**src/rtl/bellek_hakem_pkg.sv**
```systemverilog
// Shared definitions for the main-memory arbiter: FSM states, owner
// constants and the line-offset width helper.
package bellek_hakem_pkg;

    typedef enum logic [2:0] {
        BOSTA = 3'd0,
        ADRES = 3'd1,
        OKU   = 3'd2,
        YAZ   = 3'd3,
        BITTI = 3'd4
    } durum_e;

    localparam logic SAHIP_BUYRUK = 1'b0;
    localparam logic SAHIP_VERI   = 1'b1;

    // Number of byte-offset bits inside one cache line.
    function automatic int unsigned ofset_bit(input int unsigned kelime,
                                              input int unsigned veri_bit);
        return $clog2(kelime * veri_bit / 8);
    endfunction

endpackage

```
**src/rtl/bellek_hakem_rr.sv**
```systemverilog
// Two-input round-robin grant. The last served owner loses a tie; the
// history register only moves when the top finishes a transaction.
module hakem_rr
    import bellek_hakem_pkg::*;
(
    input  logic clk_i,
    input  logic rst_i,
    input  logic istek_bb_i,
    input  logic istek_vb_i,
    input  logic guncelle_i,
    input  logic sahip_i,
    output logic verildi_o,
    output logic sahip_o
);

    logic son_sahip_q, son_sahip_d;

    // Grant decision from the current requests and the last owner.
    always_comb begin
        verildi_o = istek_bb_i | istek_vb_i;
        sahip_o   = SAHIP_BUYRUK;
        if (istek_bb_i && istek_vb_i) begin
            sahip_o = ~son_sahip_q;
        end else if (istek_vb_i) begin
            sahip_o = SAHIP_VERI;
        end
    end

    // Remember who was served last, on completion only.
    always_comb begin
        son_sahip_d = son_sahip_q;
        if (guncelle_i) begin
            son_sahip_d = sahip_i;
        end
    end

    // History register; reset favours the data side on the first tie.
    always_ff @(posedge clk_i) begin
        if (rst_i) son_sahip_q <= SAHIP_BUYRUK;
        else       son_sahip_q <= son_sahip_d;
    end

endmodule

```
**src/rtl/bellek_hakem.sv**
```systemverilog
// Arbitrates instruction-side and data-side line transactions onto the
// single main-memory port: grant, address phase, data beats, completion.
module bellek_hakem
    import bellek_hakem_pkg::*;
#(
    parameter int ADRES_BIT    = 32,
    parameter int VERI_BIT     = 32,
    parameter int SATIR_KELIME = 4
) (
    input  logic                 clk_i,
    input  logic                 rst_i,
    input  logic                 bb_istek_i,
    input  logic [ADRES_BIT-1:0] bb_adres_i,
    output logic [VERI_BIT-1:0]  bb_veri_o,
    output logic                 bb_veri_gecerli_o,
    output logic                 bb_bitti_o,
    input  logic                 vb_istek_i,
    input  logic                 vb_yaz_i,
    input  logic [ADRES_BIT-1:0] vb_adres_i,
    input  logic [VERI_BIT-1:0]  vb_yaz_veri_i,
    output logic                 vb_yaz_veri_al_o,
    output logic [VERI_BIT-1:0]  vb_veri_o,
    output logic                 vb_veri_gecerli_o,
    output logic                 vb_bitti_o,
    output logic                 ab_istek_o,
    output logic                 ab_yaz_o,
    output logic [ADRES_BIT-1:0] ab_adres_o,
    input  logic                 ab_hazir_i,
    input  logic [VERI_BIT-1:0]  ab_oku_veri_i,
    input  logic                 ab_oku_gecerli_i,
    output logic [VERI_BIT-1:0]  ab_yaz_veri_o,
    output logic                 ab_yaz_gecerli_o,
    input  logic                 ab_yaz_hazir_i
);

    localparam int                   OFS       = ofset_bit(SATIR_KELIME, VERI_BIT);
    localparam logic [ADRES_BIT-1:0] HIZA_MASK = {ADRES_BIT{1'b1}} << OFS;
    localparam int                   SAY_BIT   = $clog2(SATIR_KELIME);
    localparam logic [SAY_BIT-1:0]   SON       = SAY_BIT'(SATIR_KELIME - 1);

    durum_e                 durum_q, durum_d;
    logic [SAY_BIT-1:0]     sayac_q, sayac_d;
    logic                   sahip_q, sahip_d;
    logic                   yaz_q, yaz_d;
    logic [ADRES_BIT-1:0]   adres_q, adres_d;
    logic                   rr_verildi, rr_sahip;

    hakem_rr u_rr (
        .clk_i      (clk_i),
        .rst_i      (rst_i),
        .istek_bb_i (bb_istek_i),
        .istek_vb_i (vb_istek_i),
        .guncelle_i (durum_q == BITTI),
        .sahip_i    (sahip_q),
        .verildi_o  (rr_verildi),
        .sahip_o    (rr_sahip)
    );

    // Next state: requests are only looked at in BOSTA; everything the
    // transaction needs is latched at grant so later input changes are moot.
    always_comb begin
        durum_d = durum_q;
        sayac_d = sayac_q;
        sahip_d = sahip_q;
        yaz_d   = yaz_q;
        adres_d = adres_q;
        case (durum_q)
            BOSTA: begin
                if (rr_verildi) begin
                    sahip_d = rr_sahip;
                    yaz_d   = (rr_sahip == SAHIP_VERI) ? vb_yaz_i : 1'b0;
                    adres_d = ((rr_sahip == SAHIP_VERI) ? vb_adres_i : bb_adres_i) & HIZA_MASK;
                    durum_d = ADRES;
                end
            end
            ADRES: begin
                if (ab_hazir_i) begin
                    sayac_d = '0;
                    durum_d = yaz_q ? YAZ : OKU;
                end
            end
            OKU: begin
                if (ab_oku_gecerli_i) begin
                    if (sayac_q == SON) begin
                        sayac_d = '0;
                        durum_d = BITTI;
                    end else begin
                        sayac_d = sayac_q + SAY_BIT'(1);
                    end
                end
            end
            YAZ: begin
                if (ab_yaz_hazir_i) begin
                    if (sayac_q == SON) begin
                        sayac_d = '0;
                        durum_d = BITTI;
                    end else begin
                        sayac_d = sayac_q + SAY_BIT'(1);
                    end
                end
            end
            BITTI:   durum_d = BOSTA;
            default: durum_d = BOSTA;
        endcase
    end

    // State registers; reset abandons any burst in flight.
    always_ff @(posedge clk_i) begin
        if (rst_i) begin
            durum_q <= BOSTA;
            sayac_q <= '0;
            sahip_q <= SAHIP_BUYRUK;
            yaz_q   <= 1'b0;
            adres_q <= '0;
        end else begin
            durum_q <= durum_d;
            sayac_q <= sayac_d;
            sahip_q <= sahip_d;
            yaz_q   <= yaz_d;
            adres_q <= adres_d;
        end
    end

    // Output muxing by state; held quiet while reset is asserted.
    always_comb begin
        bb_veri_o         = '0;
        bb_veri_gecerli_o = 1'b0;
        bb_bitti_o        = 1'b0;
        vb_veri_o         = '0;
        vb_veri_gecerli_o = 1'b0;
        vb_bitti_o        = 1'b0;
        vb_yaz_veri_al_o  = 1'b0;
        ab_istek_o        = 1'b0;
        ab_yaz_o          = 1'b0;
        ab_adres_o        = '0;
        ab_yaz_veri_o     = '0;
        ab_yaz_gecerli_o  = 1'b0;
        if (!rst_i) begin
            case (durum_q)
                ADRES: begin
                    ab_istek_o = 1'b1;
                    ab_yaz_o   = yaz_q;
                    ab_adres_o = adres_q;
                end
                OKU: begin
                    if (sahip_q == SAHIP_VERI) begin
                        vb_veri_o         = ab_oku_veri_i;
                        vb_veri_gecerli_o = ab_oku_gecerli_i;
                    end else begin
                        bb_veri_o         = ab_oku_veri_i;
                        bb_veri_gecerli_o = ab_oku_gecerli_i;
                    end
                end
                YAZ: begin
                    ab_yaz_gecerli_o = 1'b1;
                    ab_yaz_veri_o    = vb_yaz_veri_i;
                    vb_yaz_veri_al_o = ab_yaz_hazir_i;
                end
                BITTI: begin
                    if (sahip_q == SAHIP_VERI) vb_bitti_o = 1'b1;
                    else                       bb_bitti_o = 1'b1;
                end
                default: ;
            endcase
        end
    end

endmodule
```
**config.mk**
```make
export PLATFORM = sky130hd
export DESIGN_NAME = bellek_hakem
export DESIGN_NICKNAME = d
export VERILOG_FILES = /design/src/rtl/bellek_hakem_pkg.sv /design/src/rtl/bellek_hakem_rr.sv /design/src/rtl/bellek_hakem.sv
export SDC_FILE = /design/constraint.sdc
export NUM_CORES = 1
export LEC_CHECK = 0
export ABC_AREA = 1
export BUFFER_PORTS_ARGS = -buffer_cell sky130_fd_sc_hd__buf_4
export CORE_AREA = 8 8 99 101
export DETAILED_ROUTE_END_ITERATION = 7
export DIE_AREA = 0 0 107 109
export PLACE_DENSITY_LB_ADDON = 0.12
export SLEW_MARGIN = 0
export SYNTH_ARGS = -nofsm -noshare
export SYNTH_HDL_FRONTEND = slang
export SYNTH_SLANG_ARGS = --single-unit
```
**constraint.sdc**
```tcl
create_clock -name clk_i -period 2.5 [get_ports clk_i]
set_clock_uncertainty 0.15 [all_clocks]
set_input_delay 0.5 -clock clk_i [delete_from_list [all_inputs] [get_ports clk_i]]
set_output_delay 0.5 -clock clk_i [all_outputs]
set_load 0.01 [all_outputs]
```
# ---- After elaboration in Yosys (flattened, before gate mapping)
# Index checks and enable logic that the tools add are counted.
dict set report op_classes {
  n_addsub 1
  eq_ne 9
  mux 46
  bitwise_logic 2
  reduce_logical 6
}
# operator n
set op_table {}
lappend op_table {{$mux 32} 11}
lappend op_table {{$mux 1} 24}
lappend op_table {{$mux 3} 5}
lappend op_table {{$pmux 3 s4} 1}
lappend op_table {{$mux 2} 4}
lappend op_table {{$ne 2x2->1 const B} 4}
lappend op_table {{$reduce_and 4->1} 2}
lappend op_table {{$eq 3x2->1 const B} 2}
lappend op_table {{$pmux 2 s3} 1}
lappend op_table {{$eq 3x1->1 const B} 1}
lappend op_table {{$eq 3x3->1 const B} 1}
lappend op_table {{$logic_not 3->1} 1}
lappend op_table {{$reduce_bool 3->1} 1}
lappend op_table {{$add 2x1->2 const B} 1}
lappend op_table {{$eq 2x2->1 const B} 1}
lappend op_table {{$reduce_and 2->1} 1}
lappend op_table {{$logic_and 1x1->1} 1}
lappend op_table {{$not 1->1} 1}
lappend op_table {{$or 1x1->1} 1}
dict set report word_totals {
  register_bits 36
  inputBits 136
  elab_cells 70
}

# ---- Depth between registers and ports, before layout
dict set report depth {
  word_depth 4
  ltp_mapped 8
}

# ---- By module
# A second synthesis with hierarchy kept.
dict set report unflattened {
  cells_unflattened 509
  hier_area_um2 2969.1
}
# mod instances cells_per_inst area_per_inst_um2 seq_area_each_um2
set modules_own_cells {}
lappend modules_own_cells {bellek_hakem 1 500 2912.8 700.7}
lappend modules_own_cells {hakem_rr 1 9 56.3 20.0}

# ---- Worst setup path before layout
# Ideal clock, no wire load.
dict set report synth_path {
  path_kind {input to output}
  from {input port rst_i}
  to {output port bb_veri_o[14]}
  arrival_time_ns 1.421
  path_slack_ns 0.429
  path_stages 4
  cell_sequence {or2_2 -> clkbuf_1 -> clkbuf_1 -> nor3_1}
}
dict set report synth_via {
  elab_chain_len 1
}
# element line
set synth_lines {}
lappend synth_lines {{start, declared} bellek_hakem.sv:11} ;# input logic rst_i,
lappend synth_lines {{$mux 32} bellek_hakem.sv:138} ;# if (!rst_i) begin
lappend synth_lines {{end, declared} bellek_hakem.sv:14} ;# output logic [VERI_BIT-1:0] bb_veri_o,
# No other way between the ends.

# ---- Final worst setup path
dict set report layout_path {
  from {register durum_q[2]}
  to {output port ab_adres_o[8]}
}
dict set report layout_via {
  elab_chain_len 3
}
# element line
set layout_lines {}
lappend layout_lines {{start, declared} bellek_hakem.sv:41} ;# durum_e durum_q, durum_d;
lappend layout_lines {{start signal, assigned} bellek_hakem.sv:116} ;# durum_q <= durum_d;
lappend layout_lines {{$eq 3x1->1} bellek_hakem.sv:139} ;# case (durum_q)
lappend layout_lines {{$mux 32} bellek_hakem.sv:139}
lappend layout_lines {{$mux 32} bellek_hakem.sv:138}
lappend layout_lines {{end, declared} bellek_hakem.sv:27} ;# output logic [ADRES_BIT-1:0] ab_adres_o,
# No other way between the ends.

==> results.yml <==
worst_setup_path:
  worstPathArrival_ps: 1650
  slowest_delay_ps: 370
  r2r_start: "durum_q[2]"
  path_cells: "inv_1 > nand3_1 > nor2_2 > inv_2 > buf_6 > nor2_1 > buf_4"
  required_ps: 1850
  crit_type: "flip-flop to output pin"
  endpoint_kind: "output pin"
  cp_max_fo: 23
  crit_path_start_kind: "flip-flop"
  rrSetupSlack_ps: 680
  slowest_stage: "dfxtp_1"
  reg2reg_depth: 7
  r2r-end: "adres_q[4]"
floorplanning:
  dieWidth_um: 107
  ioPinCount: 272
  start_util_pct: 34.08
  die_y_um: 109
  dieArea_sq_um: 11660
  num_rows: 34
  core-area_sq_um: 8381
route:
  drtIter0Drc: 200
  via_count: 3777
  viasPerCell: 4.423
  routedWlPerCell_um: 13.82
  ant_nets: 0
  first_pass_iters: 4
  drc: 0
  wirelength_um: 11800
yosys:
  seq_area_frac_synth_pct: 25.23
  synth_cells: 508
  ys_async_sr_fraction_pct: 0
  synth-main-ff-cell: "dfxtp_1"
  ys_types: 25
  yosys_warnings: 0
  syn_avg_cell_area_sq_um: 5.623
  synth_area_sq_um: 2856
  synth_edf_count: 0
  synth.top_cell.area_share_pct: 25.23
  synth_top_area_cell: "dfxtp_1"
  synth_area_leaders: "dfxtp_1, inv_1, nor2_1"
  ys_ff_latch: 36
place:
  place_inst: 847
  port_buffers: 259
  gp_congestion: 0.8542
  dp_hpwl_um: 9500
cts:
  clk_path_buf_depth: 2
  clkSinkCount: 36
  cts_resized: 0
  clkTransAtPathRegs_ps: 70
  clock-root-buffer: "clkbuf_8"
  hold_buffers: 0
  numCtsBuffers: 5
  clkLatencyLatePin_ps: 280
  cts_setup_buffers: 0
  cts.htree.levels: 2
  cts_tree: "done"
layout:
  final_cells: 854
  layout.nets: 883
  n_antenna_cell: 0
  drive_above_1_share_pct: 38.20
  area_delta_synth_final_pct: 70.61
  fill_cells: 827
min_path:
  hold_path_end: "durum_q[2]"
  min_path_type: "input pin to flip-flop"
  worstHoldStart: "rst_i"
  min_delay_path_depth: 2
sta:
  fin_crit_sh_pct: 92.19
  worst_pin_slew_ps: 618.3
  rsz0062_at_grt: "no"
  slew_headroom_pct: 58.78
  fin_tns_setup_ps: 0
  period_needed_ps: 2305
  timing.fmax_ghz: 0.4339
  setup_violations: 0
  finalHoldViolCount: 0
  fin_hold_ws_ps: 261.6
  slew_viol_final: 0
global_routing:
  grt_max_degree: 67
  grt_pass1_vias: 3441
  grtUsageTotal_pct: 18.30
  grt_pass1_wl_um: 17550
  grt-ovfl-total: 0
  antenna_found_initial: 0
pwr:
  pwr_density_cell_nw_per_um2: 583.2
  leakagePower_uw: 0.002785
  peakVddDrop_uv: 364.2
status:
  run_status: "finished clean"
flow_run:
  maxCapViolCount: 0
kinds of logic after synthesis:
group           count (synthesis)  synth area share (%)
fa+ha+maj                       1                0.4380
flops                          36                 25.23
buf+inv                       175                 26.59
compound gates                 92                 16.78
simple gates                  203                 30.84
other cells                     1                0.1313
state kept, by name (all words and copies together), names as in the netlist:
name	count
yaz_q	1
adres_q	28
durum_q	3
u_rr.son_sahip_q	1
sayac_q	2
sahip_q	1
report_power, final:
group | switching (uW) | internal (uW) | leakage, uW
sequential | 119 | 793 | 0.000298
combinational | 882 | 609 | 0.00244
clock | 194 | 245 | 0.0000503
critical path, delay by kind of cell (launching register included):
kind          cells  cell delay (ps)
flops             1              370
buf+inv           4              570
simple gates      3              420
Yosys cell counts (4+ instances only):
library cell	count
nor3_1	67
nand2_1	17
buf_2	16
clkbuf_1	10
o21ai_0	53
dfxtp_1	36
a21oi_1	29
nand3_1	6
nor2_1	106
inv_1	135
o21ai_1	6
buf_6	9
buf_4	4
metal layers:
metal	GRT usage, %	vias up	share of wire, %
li1	-	1998	-
met1	20.30	1614	40
met2	33.61	150	50
met3	4.905	15	8.0
met4	5.025	0	1.8
met5	0	-	0
final cells by class:
cell class	instances	area (sq um)	area share, %
timing repair buffer	267	2012	41.28
multi-input combinational	300	1399	28.70
sequential	36	720.7	14.79
inverter	136	510.5	10.47
tap	108	135.1	2.773
clock buffer	7	96.34	1.977
placed cells by master (no fill, tap or decap), types with 2 or more instances in the layout:
cell and n:
buf_4 265, inv_1 133, nor2_1 106, nor3_1 67, o21ai_0 53, dfxtp_1 36, a21oi_1 28, nand2_1 17
clkbuf_8 7, nand3_1 6, o21ai_1 6, conb_1 4, inv_2 2, nor2_4 2, nand2_2 2, a21oi_4 2
buf_6 2
worst max-delay path by stage:
| stage | depth (start not counted) | from | to |
|---|---|---|---|
| 2_1_floorplan | 4 | rst_i | bb_veri_o[14] |
| 3_3_place_gp | 4 | rst_i | bb_veri_o[25] |
| 3_5_place_dp | 4 | rst_i | bb_veri_o[6] |
| 4_1_cts | 7 | durum_q[2] | ab_adres_o[8] |
| 5_1_grt | 7 | durum_q[2] | ab_adres_o[21] |
| 6_report | 7 | durum_q[2] | ab_adres_o[8] |
per-stage QoR:
step | utilization (%) | total power, uW | instance area (sq um) | worst slack, ps
final | 58.15 | 2842 | 4873 | 195.3
after global routing | 58.15 | 3118 | 4873 | 21.81
after CTS | 58.06 | 2867 | 4866 | 18.70
after floorplan | - | 1973 | 2868 | 429.5
after global placement | 56.91 | 2378 | 4770 | 269.3
after detailed placement | 56.91 | 2413 | 4770 | 255.8
(Power assumes the default switching activity.)
